File: src/rtl/oen4bit_reg.sv
// Clocked holding register with output enable for shared output buses.
// Define OEN4BIT_TRISTATE_EN to float data_out (z) when disabled; otherwise it is driven low.

module oen4bit_reg_bit #(
  parameter logic RST_BIT = 1'b0
) (
  input  logic clk,
  input  logic clr,
  input  logic d,
  input  logic oen,
  output logic y
);
  logic q_d, q_q;

  always_comb begin
    q_d = d;
    if (clr) q_d = RST_BIT;
  end

  always_ff @(posedge clk) begin
    q_q <= q_d;
  end

  // Enable only gates the output path; capture continues regardless.
`ifdef OEN4BIT_TRISTATE_EN
  assign y = oen ? q_q : 1'bz;
`else
  assign y = oen ? q_q : 1'b0;
`endif
endmodule

module oen4bit_reg #(
  parameter int unsigned      WIDTH       = 4,
  parameter logic [WIDTH-1:0] RESET_VALUE = {WIDTH{1'b0}}
) (
  input  logic             clk,
  input  logic             clr,
  input  logic [WIDTH-1:0] data_in,
  input  logic             Oen,
  output logic [WIDTH-1:0] data_out
);
  for (genvar i = 0; i < WIDTH; i++) begin : g_bit
    oen4bit_reg_bit #(
      .RST_BIT (RESET_VALUE[i])
    ) u_bit (
      .clk (clk),
      .clr (clr),
      .d   (data_in[i]),
      .oen (Oen),
      .y   (data_out[i])
    );
  end
endmodule

File: config.mk
export PLATFORM = sky130hd
export DESIGN_NAME = oen4bit_reg
export DESIGN_NICKNAME = d
export VERILOG_FILES = /design/src/rtl/oen4bit_reg.sv
export SDC_FILE = /design/constraint.sdc
export NUM_CORES = 1
export LEC_CHECK = 0
export ABC_CLOCK_PERIOD_IN_PS = 800
export CAP_MARGIN = 20
export CORE_AREA = 2 2 39 41
export DETAILED_ROUTE_END_ITERATION = 8
export DIE_AREA = 0 0 41 43
export PLACE_DENSITY = 0.33
export SLEW_MARGIN = 20
export SYNTH_ARGS = -nofsm -noshare
export SYNTH_HDL_FRONTEND = slang
export SYNTH_SLANG_ARGS = --single-unit
File: constraint.sdc
create_clock -name clk -period 0.8 [get_ports clk]
set_clock_uncertainty 0.05 [all_clocks]
set_input_delay 0.08 -clock clk [delete_from_list [all_inputs] [get_ports clk]]
set_output_delay 0.08 -clock clk [all_outputs]
set_load 0.01 [all_outputs]
==> flow_summary_export.csv, run 1 <==
group,metric,value,unit
global_route,grt-ovfl-total,0,
routing,routed_wl,244,um
clock_network,cts_tree,"done",
timing,drv_slew,0,
routing,drtIter0Drc,0,
timing,period_share,111,%
clock_network,path_clk_slew,0.04,ns
power_and_ir_drop,swShare,17.6,%
setup_path,start_kind,"register",
setup_path,max_stage_delay,0.28,ns
min_path,hold_start,"data_in[3]",
power_and_ir_drop,pwr-share-clk,47.3,%
clock_network,clock-sinks,4,
outcome,failed_checks,"negative setup slack",
timing,max_slew_margin,92.0,%
setup_path,cp_max_fo,1,
floorplan,coreArea,0.00138,mm2
routing,dr_total_vias,107,
run,maxCapViolCount,0,
clock_network,cts_htree_levels,1,
power_and_ir_drop,ir_worst_vdd,0.474,mV
setup_path,startpoint,"g_bit[2].u_bit.q_q$_SDFF_PP0_",
routing,drc,0,
place,port-buffer-count,10,
synth,yosys.area.top_type,"dfxtp_1",
final_layout,areaGrowthSynthToFinish,57.0,%
outcome,outcome,"complete, but fails checks",
timing,setup_viol_count_final,4,
power_and_ir_drop,power_frac_seq,42.2,%
synth,synth_top_flop_cell,"dfxtp_1",
synth,synth_cells,16,
timing,worst_slack,-0.0913,ns
min_path,hp-class,"input pin to register",
synth,syn_avg_cell_area,10.0,um2
floorplan,die_area,0.00176,mm2
routing,first_pass_iters,1,
floorplan,rows,14,
global_route,antenna_found_initial,0,
timing,fmax,1120,MHz
final_layout,largest_register_ffs,4,
floorplan,die_x,41,um
place,dp_cells,38,
synth,synth_cell_types,4,
synth,syn_nets,23,
final_layout,n_antenna_cell,0,
setup_path,worst_path_max_delay_cell,"dfxtp_1",
synth,async_flop_share,0,%
timing,finalCriticalPeriod,0.891,ns
setup_path,required,0.67,ns
global_route,grt_pass1_wl,248,um
timing,hold_viol_final,0,
setup_path,worstSetupPathType,"register to output pin",
setup_path,cp_num_buf_inv,1,
clock_network,cts_hold_buf,0,
setup_path,path_delay_family,"flip-flops",
floorplan,die_y,43,um
final_layout,top_register,"g_bit.u_bit.q_q",
power_and_ir_drop,pwr-share-comb,10.5,%
clock_network,numCtsBuffers,3,
synth,ys_ff_latch,4,
clock_network,cts_root_buf,"clkbuf_4",
global_route,grt_usage,3.11,%
timing,grt_setup_unrepaired,"true",
setup_path,critPathCaptureType,"output pin",
final_layout,reg_top3,"g_bit.u_bit.q_q: 4 flops",
synth,ys_seq_area_share,50.0,%
synth,synth_area_leaders,"dfxtp_1 (50%), buf_4 (19%), and2_1 (16%)",
synth,syn_area,160,um2
synth,synth_top_area_share,50.0,%
place,preCtsSetupSlack,-0.557,ns
floorplan,start_util,11.6,%
power_and_ir_drop,powerDensity,2000,mW/mm2
timing,worst_slew_pin_slew,0.120,ns
synth,synth_edf_count,0,
global_route,grt_max_degree,5,
routing,avgRoutedWirePerCell,5.95,um
synth,ys_warn_count,0,
setup_path,arrival,0.76,ns
power_and_ir_drop,internal_power,0.416,mW
global_route,grt_pass1_vias,85,
place,gp_congestion,0.494,
final_layout,stdcell_count,41,
power_and_ir_drop,cellLeakagePower,0.113,nW
clock_network,clockBufferDepth,2,
floorplan,io_pins,11,
final_layout,drive_gt1_share,28.0,%
final_layout,nNetsFinal,34,
synth,synth_common_cells,"and2_1 (4), buf_4 (4), dfxtp_1 (4), nor2b_1 (4)",
routing,viasPerCell,2.61,
routing,ant_nets,0,
power_and_ir_drop,p_sw,0.0886,mW
setup_path,cp_cell_sequence,"and2_1 -> buf_2",
-- area by class of cell --
| type | count | area (um2) |
|---|---|---|
| Clock buffer | 3 | 22.5 |
| Fill cell | 155 | 1130 |
| Multi-Input combinational cell | 8 | 50.0 |
| Sequential cell | 4 | 80.1 |
| Tap cell | 16 | 20.0 |
| Timing Repair Buffer | 10 | 78.8 |
-- through the flow --
step | power [mW] | util (%) | setup TNS [ns] | hold slack [ns] | cell area (um2)
finish | 0.504 | 18.2 | -0.361 | 0.354 | 251
global route | 0.530 | 18.2 | -0.473 | 0.358 | 251
CTS | 0.520 | 18.2 | -0.427 | 0.345 | 251
detailed placement | 0.280 | 18.1 | -2.32 | 0.592 | 250
global placement | 0.279 | 18.1 | -2.34 | 0.594 | 250
floorplan | 0.243 | - | 0 | 0.102 | 160
-- cell usage in the layout (no fill, tap or decap) --
cell / netlist / final
and2_1: 4 / 4
nor2b_1: 4 / 4
buf_2: 0 / 4
dfxtp_1: 4 / 4
clkdlybuf4s50_1: 0 / 5
dlygate4sd2_1: 0 / 1
clkbuf_4: 0 / 3
-- repair_timing --
action,CTS,global route
gates cloned,0,0
pin swaps,3,0
resized for setup,17,0
hold endpoints to repair,0,0
setup buffers,0,0
endpoints found under the setup margin,4,4
-- cells by family after synthesis --
family	Yosys count	synth area share [%]
DFF	4	50.0
buffers and inverters	4	18.8
and+or+nand+nor	8	31.2
-- routing by layer --
metal  vias up  GRT usage [%]  wire length, um
met1        34           2.25              101
li1         62              -                -
met2        11           1.56               74
met5         -              0                0
met3         0           3.66               68
met4         0           8.00                0
-- power by group through the flow --
| stage | Clock [mW] | Sequential, mW | Combinational (mW) |
|---|---|---|---|
| detailed placement | 0 | 0.216 | 0.0633 |
| CTS | 0.254 | 0.213 | 0.0538 |
| global route | 0.259 | 0.213 | 0.0577 |
| floorplan | 0 | 0.215 | 0.0273 |
| finish | 0.239 | 0.213 | 0.0527 |
| global placement | 0 | 0.216 | 0.0631 |
-- worst paths after layout --
kind / to / slack [ns] / depth (start not counted)
setup / recovery: data_out[2] / -0.09 / 2
hold / removal: g_bit[3].u_bit.q_q$_SDFF_PP0_ / 0.35 / 2
Power figures use the tool's default switching activity.
==> inputs of run 2 (changes only) <==
--- a/config.mk
+++ b/config.mk
@@ -10,7 +10,6 @@
 export CORE_AREA = 2 2 39 41
 export DETAILED_ROUTE_END_ITERATION = 8
 export DIE_AREA = 0 0 41 43
-export PLACE_DENSITY = 0.33
 export SLEW_MARGIN = 20
 export SYNTH_ARGS = -nofsm -noshare
 export SYNTH_HDL_FRONTEND = slang
==> run 2 against run 1 <==
- the run still ends with negative setup slack left
- clock power rose by 3%
- critical endpoint is now data_out[3]
- sequential power barely moved
- critical path depth is the same
- total power increased by 3.9%
- non-clock buffer count is the same
- largest cell class is now non-clock buffers
- largest power group unchanged
==> flow_summary_export.csv, run 2 (synthesis results as in run 1) <==
group,metric,value,unit
outcome,outcome,"complete, but fails checks",
outcome,failed_checks,"negative setup slack",
floorplan,die_x,41,um
routing,routed_wl,256,um
timing,setup_viol_count_final,4,
global_route,grt_pass1_vias,112,
timing,worst_slack,-0.112,ns
floorplan,die_y,43,um
routing,wl_met2,105,um
clock_network,clock-sinks,4,
power_and_ir_drop,powerDensity,1920,mW/mm2
timing,finalCriticalPeriod,0.912,ns
final_layout,drive_gt1_share,48.0,%
setup_path,cp_max_fo,1,
global_route,grt_max_degree,5,
global_route,grt_pass1_wl,441,um
setup_path,worstSetupPathType,"register to output pin",
run,maxCapViolCount,0,
final_layout,largest_register_ffs,4,
routing,wl_met1,101,um
global_route,antenna_found_initial,0,
clock_network,cts_tree,"done",
routing,viasPerCell,2.95,
final_layout,stdcell_count,41,
final_layout,fill_cells,162,
clock_network,clockBufferDepth,2,
timing,grt_setup_unrepaired,"true",
clock_network,cts_htree_levels,1,
setup_path,required,0.67,ns
global_route,grt_usage,4.72,%
min_path,hp-class,"input pin to register",
routing,dr.max_layer_used,"met3",
clock_network,numCtsBuffers,3,
timing,whs,0.347,ns
timing,drv_slew,0,
global_route,grt-ovfl-total,0,
routing,drtIter0Drc,0,
timing,fmax,1100,MHz
routing,ant_nets,0,
final_layout,n_antenna_cell,0,
final_layout,reg_top3,"g_bit.u_bit.q_q: 4 flops",
final_layout,nNetsFinal,34,
setup_path,start_kind,"register",
timing,period_share,114,%
floorplan,rows,14,
timing,hold_viol_final,0,
floorplan,start_util,11.6,%
timing,worst_slew_pin_slew,0.124,ns
final_layout,top_register,"g_bit.u_bit.q_q",
routing,avgRoutedWirePerCell,6.24,um
clock_network,cts_root_buf,"clkbuf_4",
floorplan,io_pins,11,
setup_path,arrival,0.78,ns
place,port-buffer-count,10,
routing,dr_total_vias,121,
power_and_ir_drop,p_total,0.524,mW
power_and_ir_drop,cellLeakagePower,0.119,nW
routing,wl_met3,50,um
final_layout,final_common_cell,"clkdlybuf4s50_1",
routing,drc,0,
final_layout,areaGrowthSynthToFinish,70.3,%
place,gp_congestion,0.513,
clock_network,path_clk_slew,0.04,ns
floorplan,coreArea,0.00138,mm2
timing,max_slew_margin,91.7,%
power_and_ir_drop,ir_worst_vdd,0.543,mV
setup_path,critPathCaptureType,"output pin",
place,dp_cells,38,
clock_network,cts_setup_buffers,0,
final_layout,final_cell_mix,"clkdlybuf4s50_1 (5), nor2b_1 (4), clkbuf_4 (3), dfxtp_2 (3)",
routing,first_pass_iters,1,
floorplan,die_area,0.00176,mm2
-- run 2: changes by cell type in the layout (fill, tap and decap cells not counted) --
cell and change:
and2_1 -2, and2_4 +2, buf_2 -2, buf_6 +2, dfxtp_1 -3, dfxtp_2 +3
-- run 2: where the power goes --
part	switching [mW]	leakage [nW]	internal, mW
combinational	0.0165	0.0708	0.0446
clock	0.0788	0.0138	0.168
sequential	0.00323	0.0341	0.213
total	0.0986	0.119	0.425
-- run 2: layout make-up --
| class | count | area [um2] | share of cell area (%) |
|---|---|---|---|
| Timing Repair Buffer | 10 | 91.3 | 33.5 |
| Tap cell | 16 | 20.0 | 7.34 |
| Clock buffer | 3 | 22.5 | 8.26 |
| Sequential cell | 4 | 83.8 | 30.7 |
| Multi-Input combinational cell | 8 | 55.1 | 20.2 |
-- run 2: per-layer routing --
| layer | up-vias | track usage, % |
|---|---|---|
| met5 | - | 0 |
| met4 | 0 | 8.00 |
| met3 | 0 | 3.14 |
| met2 | 11 | 4.38 |
| met1 | 47 | 4.84 |
| li1 | 63 | - |
-- run 2: worst paths after layout --
kind,cells after the start,slack (ns),from,endpoint
worst max-delay path,2,-0.11,g_bit[3].u_bit.q_q$_SDFF_PP0_,data_out[3]
worst min-delay path,2,0.35,data_in[1],g_bit[1].u_bit.q_q$_SDFF_PP0_
-- run 2: worst max-delay path, stage by stage, from the launching register on --
cell and delay, ns:
dfxtp_2 0.30, and2_1 0.12, buf_2 0.13
-- run 2: metrics by stage --
step	TNS (ns)	area (um2)	util, %	setup slack (ns)
after floorplan	0	160	-	0.133
after global placement	-2.29	250	18.1	-0.554
after detailed placement	-2.34	250	18.1	-0.564
after CTS	-0.485	253	18.3	-0.130
after global routing	-0.557	273	19.7	-0.146
final	-0.409	273	19.7	-0.112
-- run 2: timing repair --
| item | CTS | global route |
|---|---|---|
| hold buffers | 0 | 0 |
| endpoints found under the setup margin | 4 | 4 |
| endpoints found under the hold margin | 0 | 0 |
| gates resized for setup | 18 | 6 |
| pin swaps | 3 | 0 |
==> inputs of run 3 (changes only) <==
--- a/config.mk
+++ b/config.mk
@@ -7,9 +7,12 @@
 export LEC_CHECK = 0
 export ABC_CLOCK_PERIOD_IN_PS = 800
 export CAP_MARGIN = 20
+export CELL_PAD_IN_SITES_DETAIL_PLACEMENT = 1
+export CELL_PAD_IN_SITES_GLOBAL_PLACEMENT = 1
 export CORE_AREA = 2 2 39 41
 export DETAILED_ROUTE_END_ITERATION = 8
 export DIE_AREA = 0 0 41 43
+export PLACE_DENSITY_LB_ADDON = 0.1
 export SLEW_MARGIN = 20
 export SYNTH_ARGS = -nofsm -noshare
 export SYNTH_HDL_FRONTEND = slang
==> run 3 against run 2 <==
- the run still ends with negative setup slack left
- cell count did not move
- die area did not move
- first-iteration DRC count did not move
- clock power barely moved
- sequential share of layout area rose by 1.1 points
- sequential cell count did not move
- highest routed layer unchanged
==> flow_summary_export.csv, run 3 (synthesis results as in run 1) <==
group,metric,value,unit
outcome,outcome,"complete, but fails checks",
outcome,failed_checks,"negative setup slack",
final_layout,largest_register_ffs,4,
place,port-buffer-count,10,
min_path,hold_start,"data_in[2]",
routing,avgRoutedWirePerCell,7.39,um
power_and_ir_drop,pwr-share-comb,10.4,%
power_and_ir_drop,swShare,19.1,%
power_and_ir_drop,power_frac_seq,41.4,%
power_and_ir_drop,pwr-share-clk,48.2,%
setup_path,start_kind,"register",
floorplan,die_area,0.00176,mm2
global_route,grt_max_degree,5,
routing,dr_total_vias,115,
global_route,grt_pass1_wl,441,um
setup_path,critPathCaptureType,"output pin",
final_layout,top_register,"g_bit.u_bit.q_q",
routing,routed_wl,303,um
clock_network,cts_tree,"done",
clock_network,path_clk_slew,0.04,ns
floorplan,die_x,41,um
place,preCtsSetupSlack,-0.580,ns
power_and_ir_drop,powerDensity,2050,mW/mm2
setup_path,required,0.67,ns
final_layout,finalCoreUtilization,18.2,%
timing,fmax,1100,MHz
power_and_ir_drop,ir_worst_vdd,0.459,mV
final_layout,stdcell_count,41,
setup_path,max_stage_delay,0.29,ns
final_layout,reg_top3,"g_bit.u_bit.q_q: 4 flops",
final_layout,final_common_cell,"clkdlybuf4s50_1",
routing,first_pass_iters,1,
min_path,holdPathStages,2,
timing,worst_slack,-0.106,ns
power_and_ir_drop,cellLeakagePower,0.113,nW
global_route,antenna_found_initial,0,
clock_network,clock-sinks,4,
place,dp_cells,38,
floorplan,io_pins,11,
clock_network,cts_hold_buf,0,
setup_path,cp_max_fo,1,
timing,worst_slew_pin_slew,0.131,ns
final_layout,drive_gt1_share,28.0,%
power_and_ir_drop,internal_power,0.416,mW
routing,drtIter0Drc,0,
global_route,grt-ovfl-total,0,
final_layout,final_area,251,um2
timing,grt_setup_unrepaired,"true",
routing,viasPerCell,2.80,
setup_path,arrival,0.78,ns
setup_path,worst_path_max_delay_cell,"dfxtp_1",
timing,finalCriticalPeriod,0.906,ns
timing,period_share,113,%
final_layout,nNetsFinal,34,
setup_path,cp_cell_sequence,"and2_1 -> buf_2",
run,maxCapViolCount,0,
place,gp_congestion,0.511,
timing,setup_viol_count_final,4,
power_and_ir_drop,p_total,0.514,mW
timing,max_slew_margin,91.2,%
power_and_ir_drop,p_sw,0.0982,mW
floorplan,rows,14,
routing,drc,0,
timing,tns,-0.389,ns
global_route,grt_usage,4.51,%
routing,ant_nets,0,
final_layout,final_cell_mix,"clkdlybuf4s50_1 (5), nor2b_1 (4), and2_1 (4), dfxtp_1 (4), buf_2 (4)",
min_path,hold_path_end,"g_bit[2].u_bit.q_q$_SDFF_PP0_",
clock_network,numCtsBuffers,3,
floorplan,die_y,43,um
timing,hold_viol_final,0,
place,placed_area,250,um2
clock_network,cts_htree_levels,1,
final_layout,areaGrowthSynthToFinish,57.0,%
min_path,hp-class,"input pin to register",
setup_path,worstSetupPathType,"register to output pin",
floorplan,coreArea,0.00138,mm2
setup_path,startpoint,"g_bit[1].u_bit.q_q$_SDFF_PP0_",
clock_network,clockBufferDepth,2,
final_layout,n_antenna_cell,0,
timing,drv_slew,0,
global_route,grt_pass1_vias,120,
clock_network,cts_root_buf,"clkbuf_4",
timing,whs,0.352,ns
floorplan,start_util,11.6,%
-- run 3: worst max path at each step --
stage | to | slack [ns] | cells after the start
floorplan | data_out[0] | 0.13 | 2
global placement | data_out[0] | -0.59 | 3
detailed placement | data_out[0] | -0.58 | 3
CTS | data_out[1] | -0.12 | 2
global route | data_out[1] | -0.14 | 2
finish | data_out[1] | -0.11 | 2
-- run 3: repair_timing --
| action | 4_1_cts | 5_1_grt |
|---|---|---|
| buffers inserted | 0 | 0 |
| cloned | 0 | 0 |
| gates resized for setup | 17 | 0 |
| pin swaps | 3 | 0 |
| setup endpoints to repair | 4 | 4 |
-- run 3: per-layer routing --
| metal | track usage [%] | part of all wire (%) | up-vias |
|---|---|---|---|
| met5 | 0 | 0 | - |
| met4 | 8.00 | 0 | 0 |
| li1 | - | - | 62 |
| met3 | 3.66 | 15 | 0 |
| met1 | 3.53 | 39 | 45 |
| met2 | 4.69 | 47 | 8 |
-- run 3: area by class of cell --
cell class / count / area, um2
fill: 167 / 1130
sequential: 4 / 80.1
timing repair buffer: 10 / 78.8
multi-input combinational: 8 / 50.0
clock buffer: 3 / 22.5
tap: 16 / 20.0
-- run 3: power by group through the flow --
stage | logic, mW | clock network, mW | registers, mW
finish | 0.0535 | 0.248 | 0.213
floorplan | 0.0273 | 0 | 0.215
CTS | 0.0550 | 0.260 | 0.213
detailed placement | 0.0644 | 0 | 0.217
global placement | 0.0641 | 0 | 0.216
global route | 0.0591 | 0.272 | 0.214
-- run 3: critical path: cells and delay by family (launching register included) --
| family | cells | cell delay (ns) |
|---|---|---|
| flip-flops | 1 | 0.29 |
| AND/OR/NAND/NOR | 1 | 0.12 |
| buffers and inverters | 1 | 0.13 |
